[config.mk]
export PLATFORM = sky130hd
export DESIGN_NAME = mem_port_arbiter
export DESIGN_NICKNAME = d
export VERILOG_FILES = /design/src/rtl/mem_port_arbiter.sv
export SDC_FILE = /design/constraint.sdc
export NUM_CORES = 1
export LEC_CHECK = 0
export CORE_AREA = 2 2 190 192
export DETAILED_ROUTE_END_ITERATION = 16
export DIE_AREA = 0 0 192 194
export GPL_TIMING_DRIVEN = 0
export REMOVE_ABC_BUFFERS = 1
export SKIP_LAST_GASP = 1
export SYNTH_ARGS = -nofsm -noshare
export SYNTH_HDL_FRONTEND = slang
export SYNTH_SLANG_ARGS = --single-unit
[constraint.sdc]
create_clock -name clock -period 1.84 [get_ports clock]
set_clock_uncertainty 0.05 [all_clocks]
set_input_delay 0.552 -clock clock [delete_from_list [all_inputs] [get_ports clock]]
set_output_delay 0.552 -clock clock [all_outputs]
set_load 0.05 [all_outputs]
[src/rtl/mem_port_arbiter.sv]
// Arbitrates the single synchronous memory port between instruction fetch and load/store.
// Optional build macro ARB_ROUND_ROBIN_EN: round-robin on conflicts (default: load/store priority).
module mem_port_arbiter #(
   parameter int AW          = 64,
   parameter int DW          = 64,
   parameter int WAIT_CYCLES = 1
) (
   input  logic          clock,
   input  logic          reset,
   input  logic          if_req,
   input  logic [AW-1:0] if_addr,
   output logic          if_gnt,
   output logic          if_valid,
   output logic [31:0]   if_rdata,
   input  logic          ls_req,
   input  logic          ls_we,
   input  logic [AW-1:0] ls_addr,
   input  logic [DW-1:0] ls_wdata,
   output logic          ls_gnt,
   output logic          ls_valid,
   output logic [DW-1:0] ls_rdata,
   output logic          mem_en,
   output logic          mem_we,
   output logic [AW-1:0] mem_addr,
   output logic [DW-1:0] mem_wdata,
   input  logic [DW-1:0] mem_rdata,
   output logic          busy
);

   typedef enum logic [1:0] {S_IDLE, S_ISSUE, S_WAIT, S_RESP} state_t;

   localparam logic [3:0] WAIT_INIT = 4'(WAIT_CYCLES);

   state_t        state_q, state_d;
   logic [3:0]    cnt_q, cnt_d;
   logic          win_ls_q, win_ls_d;
   logic          win_we_q, win_we_d;
   logic          mem_en_q, mem_en_d;
   logic          mem_we_q, mem_we_d;
   logic [AW-1:0] mem_addr_q, mem_addr_d;
   logic [DW-1:0] mem_wdata_q, mem_wdata_d;
   logic          if_gnt_q, if_gnt_d;
   logic          ls_gnt_q, ls_gnt_d;
   logic          if_valid_q, if_valid_d;
   logic          ls_valid_q, ls_valid_d;
   logic [31:0]   if_rdata_q, if_rdata_d;
   logic [DW-1:0] ls_rdata_q, ls_rdata_d;
   logic          busy_q, busy_d;
   logic          pick_ls;

`ifdef ARB_ROUND_ROBIN_EN
   logic last_ls_q, last_ls_d;

   // On a conflict the requester that was not served last wins; flag resets to fetch.
   assign pick_ls = ls_req & (~if_req | ~last_ls_q);

   always_comb begin
      last_ls_d = last_ls_q;
      if (state_q == S_ISSUE) begin
         last_ls_d = win_ls_q;
      end
   end

   always_ff @(posedge clock or negedge reset) begin
      if (!reset) begin
         last_ls_q <= 1'b0;
      end else begin
         last_ls_q <= last_ls_d;
      end
   end
`else
   assign pick_ls = ls_req;
`endif

   always_comb begin
      state_d     = state_q;
      cnt_d       = cnt_q;
      win_ls_d    = win_ls_q;
      win_we_d    = win_we_q;
      mem_en_d    = 1'b0;
      mem_we_d    = 1'b0;
      mem_addr_d  = mem_addr_q;
      mem_wdata_d = mem_wdata_q;
      if_gnt_d    = 1'b0;
      ls_gnt_d    = 1'b0;
      if_valid_d  = 1'b0;
      ls_valid_d  = 1'b0;
      if_rdata_d  = if_rdata_q;
      ls_rdata_d  = ls_rdata_q;

      unique case (state_q)
         S_IDLE: begin
            // Strobes and grants are computed here so they appear registered in ISSUE.
            if (if_req || ls_req) begin
               state_d     = S_ISSUE;
               win_ls_d    = pick_ls;
               win_we_d    = pick_ls & ls_we;
               mem_en_d    = 1'b1;
               mem_we_d    = pick_ls & ls_we;
               mem_addr_d  = pick_ls ? ls_addr : if_addr;
               mem_wdata_d = pick_ls ? ls_wdata : '0;
               if_gnt_d    = ~pick_ls;
               ls_gnt_d    = pick_ls;
            end
         end
         S_ISSUE: begin
            cnt_d   = WAIT_INIT;
            state_d = S_WAIT;
         end
         S_WAIT: begin
            cnt_d = cnt_q - 4'd1;
            if (cnt_q == 4'd1) begin
               state_d = S_RESP;
               if (win_ls_q) begin
                  ls_valid_d = 1'b1;
                  if (!win_we_q) begin
                     ls_rdata_d = mem_rdata;
                  end
               end else begin
                  if_valid_d = 1'b1;
                  if_rdata_d = mem_rdata[31:0];
               end
            end
         end
         S_RESP: begin
            state_d = S_IDLE;
         end
         default: begin
            state_d = S_IDLE;
         end
      endcase

      busy_d = (state_d != S_IDLE);
   end

   always_ff @(posedge clock or negedge reset) begin
      if (!reset) begin
         state_q     <= S_IDLE;
         cnt_q       <= '0;
         win_ls_q    <= 1'b0;
         win_we_q    <= 1'b0;
         mem_en_q    <= 1'b0;
         mem_we_q    <= 1'b0;
         mem_addr_q  <= '0;
         mem_wdata_q <= '0;
         if_gnt_q    <= 1'b0;
         ls_gnt_q    <= 1'b0;
         if_valid_q  <= 1'b0;
         ls_valid_q  <= 1'b0;
         if_rdata_q  <= '0;
         ls_rdata_q  <= '0;
         busy_q      <= 1'b0;
      end else begin
         state_q     <= state_d;
         cnt_q       <= cnt_d;
         win_ls_q    <= win_ls_d;
         win_we_q    <= win_we_d;
         mem_en_q    <= mem_en_d;
         mem_we_q    <= mem_we_d;
         mem_addr_q  <= mem_addr_d;
         mem_wdata_q <= mem_wdata_d;
         if_gnt_q    <= if_gnt_d;
         ls_gnt_q    <= ls_gnt_d;
         if_valid_q  <= if_valid_d;
         ls_valid_q  <= ls_valid_d;
         if_rdata_q  <= if_rdata_d;
         ls_rdata_q  <= ls_rdata_d;
         busy_q      <= busy_d;
      end
   end

   assign if_gnt    = if_gnt_q;
   assign if_valid  = if_valid_q;
   assign if_rdata  = if_rdata_q;
   assign ls_gnt    = ls_gnt_q;
   assign ls_valid  = ls_valid_q;
   assign ls_rdata  = ls_rdata_q;
   assign mem_en    = mem_en_q;
   assign mem_we    = mem_we_q;
   assign mem_addr  = mem_addr_q;
   assign mem_wdata = mem_wdata_q;
   assign busy      = busy_q;

endmodule
# Word level (Yosys, flattened, before mapping)

Cells that the tools add are included.

Register bits: 239
Bits of input ports: 261
Output and inout port bits: 231
Logic and storage cells: 51

Add/subtract/negate cells: 1
Equality and inequality tests: 4
Muxes and demuxes: 20
Bitwise operators: 4
Reductions and logical operators: 7

Operators by type and width:

| cell                | number |
|---|---|
| $mux 64             | 2 |
| $mux 1              | 14 |
| $pmux 2 s4          | 1 |
| $pmux 4 s2          | 1 |
| $eq 2x2->1 const B  | 2 |
| $eq 4x1->1 const B  | 1 |
| $mux 2              | 2 |
| $reduce_and 4->1    | 1 |
| $reduce_bool 2->1   | 2 |
| $sub 4x1->4 const B | 1 |
| $not 1->1           | 3 |
| $reduce_and 3->1    | 1 |
| $eq 2x1->1 const B  | 1 |
| $logic_not 2->1     | 1 |
| $reduce_and 2->1    | 1 |
| $and 1x1->1         | 1 |
| $logic_or 1x1->1    | 1 |

# Longest topological paths before layout

Gate-level depths: netlist (run 1).

Depth after elaboration: 4
Depth in mapped cells: 8
Depth with buffers taken out: 6

# Worst setup path before layout (run 1)

Ideal clock, no wire load.

Path type: register -> register
From: reg state_q[0]
To: reg ls_rdata_q[10] (netlist: ls_rdata[10])
Setup time: 0.128 ns
Data arrival time: 1.617 ns
Data required time: 1.662 ns
Path slack: 0.045 ns
Cell stages (with the launch flop): 8
Path buffers: 2
Period minus slack after synthesis: 1.795 ns
Cells stage by stage: dfrtp_1 > inv_1 > ha_1 > and4bb_1 > nand3b_1 > buf_2 > buf_2 > mux2_1

Cells in the longest elaborated chain, start to end: 2

Ends and longest elaborated chain:

| item                              | line | RTL |
|---|---|---|
| start: declaration                | 34   | `state_t state_q, state_d;` |
| start signal: assignment          | 154  | `state_q <= state_d;` |
| $eq 2x2->1                        | 91   | `unique case (state_q)` |
| $reduce_and 4->1 (no source line) | --   |  |
| end signal: assignment            | 167  | `ls_rdata_q <= ls_rdata_d;` |
| end: declaration                  | 47   | `logic [DW-1:0] ls_rdata_q, ls_rdata_d;` |

Every way passes these cells.
A chain may end at the register's enable or synchronous reset.

# Worst setup path after layout (run 1)

From: reg state_q[0]
To: reg ls_rdata_q[53] (netlist: ls_rdata[53])

The elaborated chain is that of the path after synthesis.

==> results of run 1 <==
==> per-stage QoR <==
stage | util, % | power (mW)
detailed placement | 42.23 | 29.56
global route | 44.42 | 36.98
floorplan | - | 21.84
global placement | 41.35 | 29.09
CTS | 43.35 | 34.62
finish | 44.42 | 35.25
==> worst max path at each step <==
stage / startpoint / end / slack [ns]
2_1_floorplan: ls_req / busy / -1.78
3_3_place_gp: reset / mem_addr[22] / -10.46
3_5_place_dp: ls_req / mem_addr[22] / -1.33
4_1_cts: state_q[0] / ls_rdata[41] / -0.08
5_1_grt: state_q[0] / ls_rdata[47] / -0.11
6_report: state_q[0] / ls_rdata[53] / -0.02
==> cell families (layout without fill, tap and decap cells) <==
family                   after synthesis  in the layout
buffers and inverters                 54            595
adder cells (fa/ha/maj)                4              4
AND/OR/NAND/NOR                       80             80
flip-flops                           239            239
multiplexers                         160            160
AO/OA/AOI/OAI                        138            139
==> worst register-to-register path, cell delays in order, from the launching register on <==
cell and delay [ns]:
dfrtp_1 0.38, inv_2 0.08, ha_4 0.13, and4bb_1 0.23, nand3b_1 0.18, buf_6 0.21
clkbuf_16 0.17, mux2_4 0.30
==> routing by layer <==
| metal | vias up | share of wire (%) | GRT usage (%) |
|---|---|---|---|
| met3 | 51 | 10 | 5.303 |
| met1 | 3569 | 38 | 17.90 |
| met4 | 0 | 2.0 | 3.506 |
| met2 | 325 | 50 | 27.49 |
| li1 | 3458 | - | - |
| met5 | - | 0 | 0 |
==> flip-flops by register name, summed over array words and instances, names as in the netlist, 2 cells and up <==
name / flops
ls_rdata: 64
mem_addr: 64
mem_wdata: 64
cnt_q: 4
if_rdata: 32
state_q: 2
==> layout by cell type, fill, tap and decap left out, drive strengths merged <==
cell / instances
clkdlybuf4s50: 257
buf: 257
dfrtp: 239
mux2: 96
o21ai: 70
nand2: 65
mux2i: 64
a22o: 64
clkbuf: 58
inv: 8
clkinv: 7
bufinv: 5
ha: 4
nor2: 2
nor3: 2
a21o: 2
and2: 2
nor2b: 2
nor4b: 1
o32a: 1
or2: 1
and4bb: 1
and3: 1
nand3: 1
or3: 1
a21oi: 1
nand3b: 1
a32o: 1
bufbuf: 1
dlygate4sd3: 1
dlygate4sd2: 1
==> power by group <==
part | total [mW] | internal (mW) | leakage, nW | switching (mW)
sequential | 9.26 | 7.92 | 2.93 | 1.34
combinational | 20.1 | 6.56 | 4.21 | 13.5
clock | 5.92 | 3.67 | 0.492 | 2.25
total | 35.2 | 18.1 | 7.63 | 17.1
==> layout make-up <==
type / count / area (um2) / share of cell area [%]
clock buffer: 35 / 775.7 / 4.958
clock inverter: 13 / 209.0 / 1.335
inverter: 7 / 26.28 / 0.1679
multi-input combinational: 383 / 3386 / 21.64
sequential: 239 / 5981 / 38.22
tap: 461 / 576.8 / 3.686
timing repair buffer: 540 / 4693 / 29.99
==> timing repair <==
| action | 4_1_cts | 5_1_grt |
|---|---|---|
| setup endpoints to repair | 440 | 167 |
| pin swaps | 3 | 3 |
| cloned | 5 | 9 |
| resized for setup | 1226 | 57 |
| endpoints found under the hold margin | 19 | 0 |
| hold buffers | 1 | 0 |
| setup buffers | 18 | 6 |
==> results.cfg, run 1 <==
[sta]
setup_tns_ns = -0.2849
setup_viol = 28
slew_headroom_pct = 46.09
rsz0062_at_grt = yes
timing.fmax_ghz = 0.5379
drv_slew = 0
fin_ws_ns = -0.01923
hold_viol_final = 0
whs_ns = 0.3827
worst_slew_pin_slew_ns = 0.8085
min_period_over_period_pct = 101.0
period_minus_slack_ns = 1.859

[worst_setup_path]
cp.arrival_ns = 2.23
crit_type = reg -> reg
r2r_slack_ns = -0.02
crit_required_ns = 2.21
max_stage_delay_ns = 0.38
crit_chain = inv_2 > ha_4 > and4bb_1 > nand3b_1 > buf_6 > clkbuf_16 > mux2_4
start_kind = register
path_buf_inv = 3
rr_worst_depth = 7
rr_endpoint = ls_rdata[53]
cpMaxStageDelayCell = dfrtp_1
crit_path_max_fanout = 5
path_depth = 7
endpoint_kind = register
cp_top_family = buffers and inverters
reg2reg_from = state_q[0]

[layout]
fillerInstances = 3355
nNetsFinal = 1463
drive_above_1_share_pct = 33.69
antennaDiodeCount = 0
area_growth_syn_to_layout_pct = 68.18
finalNonFillerCells = 1678
design_area_um2 = 15650

[route]
drt_iter0_drc = 201
ant_nets = 0
totalWireLength_mm = 31.59
routed_via_density = 4.412
drc = 0
drt-pass1-iter-count = 4
wl_per_cell_um = 18.83
num_vias = 7403

[synthesis]
synth_edf_count = 0
ys_async_sr_fraction_pct = 100.0
synth_cell_types = 29
ys.flop_type = dfrtp_1
netlist_area_um2 = 9304
synth_top_area_share_pct = 64.28
synth_xor_area_share_pct = 0
synth_area_per_cell_um2 = 13.78
synth.area.top_cells = dfrtp_1 (64%), mux2_1 (12%), mux2i_1 (6.9%)
synthCells = 675
synth_top_area_cell = dfrtp_1
synth_fa_ha_area_share_pct = 0.5379
synth_top_family_by_area = multiplexers
yosysWarnings = 0
yosysMostFrequentCell = dfrtp_1
synth-compound-area-share_pct = 10.29
synth-seq-cells = 239
yosysSeqAreaShare_pct = 64.28
synthMuxAreaShare_pct = 18.50
yosys.area_share.simple_pct = 3.644
synthTopCellsByCount = dfrtp_1 (239), mux2_1 (96), o21ai_1 (68), nand2_1 (65)

[status]
violations = negative setup slack
status = finished with violations

[placement]
post-place-ws_ns = -1.333
port_buffers = 491
gp_congestion = 0.7600
dp_cells = 1594
dpl.hpwl_mm = 21.65
place_area_um2 = 14880

[min_path]
hold_path.class = in -> async

[flow_run]
drv_cap = 0

[power]
p_leak_nw = 7.630
vdd_drop_max_uv = 1229
p_per_area_nw_per_um2 = 2253

[floorplan]
fp.dieW_um = 192
start_util_pct = 26.41
ioPinCount = 492
die_h_um = 194
coreArea_um2 = 35220
rows = 69
die-area_um2 = 37250

[grt]
overflow = 0
groute.usage.overall_pct = 15.50
grt_pass1_vias = 7664
grt_start_max_net_pins = 117
antenna_found_initial = 0
grt_pass1_wl_mm = 45.23

[clock_network]
clk_path_buf_depth = 3
root_buffer = clkbuf_16
cts.sinks = 239
clk_latency_ns = 0.55
cts-htree-levels = 1
clkTransAtPathRegs_ns = 0.06
cts_made_buffers = 27
cts_tree = done
Power figures use the tool's default switching activity.
==> inputs of run 2 (changes only) <==
==> constraint.sdc (replaced) <==
create_clock -name clock -period 1.5 [get_ports clock]
set_clock_uncertainty 0.05 [all_clocks]
set_input_delay 0.45 -clock clock [delete_from_list [all_inputs] [get_ports clock]]
set_output_delay 0.45 -clock clock [all_outputs]
set_load 0.05 [all_outputs]
==> run 2 against run 1 <==
Setup slack got worse by 0.36 ns. Die area is the same. Critical path depth increased by 1. Critical path type unchanged. Sequential share of layout area is 5.8 points lower. The run still ends with negative setup slack left. Highest routed layer unchanged. Clock-buffer cell count did not move. Combinational power grew 61%. Clock power rose by 23%. Core utilization is 8.0 points higher. Fmax fell by 1.2%. Final cell count grew 5.1%.
==> results.cfg, run 2 (synthesized netlist as in run 1, its figures left out) <==
[layout]
multi_input_area_um2 = 3666
area_growth_syn_to_layout_pct = 98.40
utilization_pct = 52.40
fillerInstances = 2957
most-common-layout-cells = clkdlybuf4s50_1 (258), buf_6 (254), dfrtp_1 (239)
regArea_um2 = 5981
drive_above_1_share_pct = 42.67
layout_commonest_cell = clkdlybuf4s50_1
nNetsFinal = 1549
antennaDiodeCount = 0

[clock_network]
cts_made_buffers = 27
cts_tree = done
root_buffer = clkbuf_16
clk_latency_ns = 0.55
cts-htree-levels = 1
clk_path_buf_depth = 3
clkTransAtPathRegs_ns = 0.06
cts.sinks = 239

[route]
routed_via_density = 4.493
drt-pass1-iter-count = 4
num_vias = 7926
drt_iter0_drc = 209
drc = 0
wl_per_cell_um = 19.98
totalWireLength_mm = 35.24
ant_nets = 0

[grt]
grt_start_max_net_pins = 117
antenna_found_initial = 0
groute.usage.overall_pct = 17.17
grt_pass1_vias = 8436
overflow = 0
grt_pass1_wl_mm = 49.88

[power]
p_leak_nw = 8.792
clkPwrFrac_pct = 14.1
switching_power_mw = 22.94
p_seq_share_pct = 23.5
pwr-share-comb_pct = 62.4
power_mw = 51.79
vdd_drop_max_uv = 1670
p_int_mw = 28.85
p_per_area_nw_per_um2 = 2806
p_sw_share_pct = 44.29

[worst_setup_path]
crit_type = reg -> reg
start_kind = register
crit_path_max_fanout = 5
cp.arrival_ns = 2.26
crit_required_ns = 1.88
endpoint_kind = register

[sta]
hold_viol_final = 0
period_minus_slack_ns = 1.882
whs_ns = 0.2805
timing.fmax_ghz = 0.5314
setup_viol = 458
fin_ws_ns = -0.3820
worst_slew_pin_slew_ns = 0.6257
rsz0062_at_grt = yes
slew_headroom_pct = 58.29
drv_slew = 0
min_period_over_period_pct = 125.5

[status]
status = finished with violations
violations = negative setup slack

[floorplan]
coreArea_um2 = 35220
ioPinCount = 492
die_h_um = 194
fp.dieW_um = 192
start_util_pct = 26.41
rows = 69
die-area_um2 = 37250

[min_path]
hold_path.class = in -> async

[placement]
gp_congestion = 0.7600
port_buffers = 491
dpl.hpwl_mm = 21.65

[flow_run]
drv_cap = 0
==> run 2: changes by cell type in the layout (fill, tap and decap cells not counted), sizes merged <==
cell           before  now
buf               257  349
clkbuf             58   46
bufbuf              1    4
and2                2    4
clkdlybuf4s50     257  258
dlygate4sd2         1    0
o21ai              70   71
==> run 2: timing repair <==
item	CTS	global route
pin swaps	25	14
hold endpoints to repair	19	0
resized for setup	1750	77
hold buffers	1	0
cloned	21	18
endpoints found under the setup margin	460	460
setup buffers	82	7
==> run 2: power by group through the flow <==
stage	Clock, mW	Combinational, mW	Sequential, mW
after global routing	7.78	33.6	12.6
after detailed placement	0	24.8	11.5
after global placement	0	24.0	11.4
after CTS	7.49	30.7	12.1
final	7.28	32.3	12.2
after floorplan	0	4.48	22.3
==> run 2: layout make-up <==
class / count / area share, %
clock buffers: 35 / 4.203
flip-flops and latches: 239 / 32.40
clock inverters: 13 / 1.132
inverters: 7 / 0.1423
repair buffers: 623 / 39.14
well taps: 461 / 3.125
multi-input cells: 386 / 19.86
==> run 2: worst max-delay path, cell delays in order, from the launching register on <==
cell and delay (ns):
dfrtp_1 0.38, inv_2 0.08, ha_4 0.12, and4bb_1 0.23, nand3b_1 0.16, buf_6 0.18, buf_12 0.13, buf_12 0.13
mux2_4 0.29
==> run 2: metal layers <==
metal / vias up / wire [um] / track usage, %
li1: 3644 / - / -
met1: 3899 / 13550 / 19.48
met2: 340 / 17840 / 31.29
met3: 43 / 3279 / 5.484
met4: 0 / 572 / 3.562
met5: - / 0 / 0
==> run 2: stage by stage <==
| step | setup slack [ns] | instances | setup TNS, ns | instance area [um2] |
|---|---|---|---|---|
| after floorplan | -2.021 | 628 | -398.46 | 9075 |
| after global placement | -10.70 | 1580 | -3814.02 | 14570 |
| after detailed placement | -1.571 | 1594 | -256.96 | 14880 |
| after CTS | -0.4398 | 1746 | -91.49 | 17890 |
| after global routing | -0.4882 | 1764 | -109.04 | 18460 |
| final | -0.3820 | 1764 | -80.73 | 18460 |
==> run 2: path summary, 6_finish.rpt <==
check | from | to | slack, ns | cells after the start
max in group asynchronous | reset | mem_addr[52] | 0.27 | 3
hold reg to reg | win_we_q | win_we_q | 0.43 | 1
hold / removal | reset | if_rdata[8] | 0.28 | 2
setup reg to reg | cnt_q[1] | ls_rdata[61] | -0.38 | 8
setup / recovery | cnt_q[1] | ls_rdata[61] | -0.38 | 8
min in group clock | ls_req | mem_addr[1] | 0.35 | 3
==> patch: new RTL, settings of run 1 <==
Encoding of `state_t`: now one-hot (4 bits for 4 states).
--- a/src/rtl/mem_port_arbiter.sv
+++ b/src/rtl/mem_port_arbiter.sv
@@ -27,7 +27,7 @@
    output logic          busy
 );
 
-   typedef enum logic [1:0] {S_IDLE, S_ISSUE, S_WAIT, S_RESP} state_t;
+   typedef enum logic [3:0] {S_IDLE = 4'b0001, S_ISSUE = 4'b0010, S_WAIT = 4'b0100, S_RESP = 4'b1000} state_t;
 
    localparam logic [3:0] WAIT_INIT = 4'(WAIT_CYCLES);
 
Check against the original RTL: no difference found for any inputs over 4 cycles, from zero or initial values and one cycle with reset low; so few cycles prove little.
==> patch against run 1 <==
- the flow still finishes with violations (negative setup slack)
- sequential cell count grew 2
- wire length grew 11%
- worst setup slack lost 0.42 ns
- count of clock-buffer cells in the layout grew 10
- sequential share of layout area shrank 1.9 points
- cell area grew 6.1%
- area after synthesis grew 6.9%
- global-route usage grew 2.2 points
- power shrank 3.1%
- via count grew 2.3%
- cell count shrank 0.95%
- fmax shrank 19%
- die area is the same
==> patch: results (changes against run 1) <==
Layout
  • Multi-input gate count: 337 (-12%)
  • Clock buf/inv share: 0.05433 (-0.008601)
  • Non-clock inverters: 14 (+7)
  • Seq_cells: 241 (+0.84%)
  • Buffering overhead: 0.2893 (-0.01066)
  • CLK BUF: 45 (+29%)
  • Layout cells sized above 1: 0.4954 (+0.1585)
  • Nonclk buf count: 557 (+3.1%)
  • Final Instance Area: 0.01660 mm2 (+6.1%)
  • Sequential cell area share: 0.3636 (-0.01857)
  • NumNets Final: 1,443 (-1.4%)
  • FILL cells: 3,228 (-3.8%)
  • Fraction of area in multi-input gates: 0.2463 (+0.02995)
  • Inserted Diodes: 0 (unchanged)

Critical path
  • WP data arrival: 2.64 ns (+0.41 ns)
  • Worst R2R Start: cnt_q[1]$_DFFE_PN0P_
  • Slowest CP cell: or4_4
  • Crit-path max FO: 9 (+4)
  • RR Endpoint: ls_rdata[48]$_DFFE_PN0P_
  • CP top delay family: simple AND/OR/NAND/NOR gates
  • Worst Reg-to-Reg Cells: 6 (-1)
  • Crit-path max cell delay: 0.55 ns (+0.17 ns)

Placed design
  • Gp weighted congestion: 0.7430 (-2.2%)
  • Area after DPL: 0.01532 mm2 (+3.0%)
  • Worst slack, placed: -1.303 ns (+0.02971 ns)
  • Dpl cells: 1,536 (-3.6%)
  • Detailed Place HPWL: 21,290 um (-1.7%)

Clocking
  • Reg clk slew, reported paths: 0.06 ns (about the same)
  • TritonCTS Buffers: 29 (+7.4%)

Worst hold path
  • Min-Delay Path Class: reg2reg

Global route
  • Total GRT Usage: 0.1771 (+0.02210)
  • Largest net degree at the start of global routing: 106 (-9.4%)
  • First-pass GRT wire length: 50,640 um (+12%)
  • Vias in the first global route: 8,078 (+5.4%)

Synth
  • Cells after synthesis: 619 (-8.3%)
  • Sequential area share after synthesis: 0.6066 (-0.03625)
  • Netlist cell types: 38 (+31%)
  • Mapped Area: 0.009945 mm2 (+6.9%)
  • Top post-synthesis cells by area: dfrtp_1, mux2_2, mux2_4, a22o_1, buf_12
  • Synth cell count leaders: dfrtp_1, mux2_2, a22o_1

STA
  • Final setup fails: 199 (+610%)
  • Final min period: 2.284 ns (+0.4248 ns)
  • Slew @ Worst Pin: 0.7162 ns (-0.09230 ns)
  • Hold_ws: 0.4263 ns (+0.04351 ns)
  • PnR worst setup slack: -0.4440 ns (-0.4248 ns)

Routing
  • Vias per cell: 4.556 (+3.3%)
  • Iter 0 DRT Violations: 222 (+10%)
  • Routed WL: 35,200 um (+11%)

Pwr
  • Max IR drop VDD: 0.001077 V (-12%)
  • Leakage power: 7.983 nW (+4.6%)

Run status
  • Status: finished with violations
  • Violated checks: negative setup slack
[patch: metal layers]
metal	vias up	track usage	wire, um	share of wire
li1	3395	-	-	-
met1	3813	0.2158	14140	0.40
met2	309	0.3097	17250	0.49
met3	55	0.04688	3051	0.087
met4	0	0.04382	765	0.022
met5	-	0	0	0
[patch: repair_timing]
item,in CTS,in global routing
endpoints found under the setup margin,463,230
gates resized for setup,1279,64
hold endpoints to repair,34,0
cloned,15,10
pin swaps,5,51
buffers inserted,40,12
hold buffers,1,0
[patch: kinds of logic after synthesis]
kind of cell             count (synthesis)  synth area share
AO/OA/AOI/OAI                           77           0.06505
flip-flops                             241            0.6066
multiplexers                           225            0.2774
buffers and inverters                   47           0.02982
adder cells (fa/ha/maj)                  2          0.002516
AND/OR/NAND/NOR                         26           0.01774
XOR/XNOR                                 1         0.0008809
[patch: report_power, final]
group	switching (mW)	leakage [nW]	internal, mW
clock	2.23	0.441	3.24
combinational	12.6	4.58	7.12
sequential	1.26	2.96	7.71
total	16.1	7.98	18.1
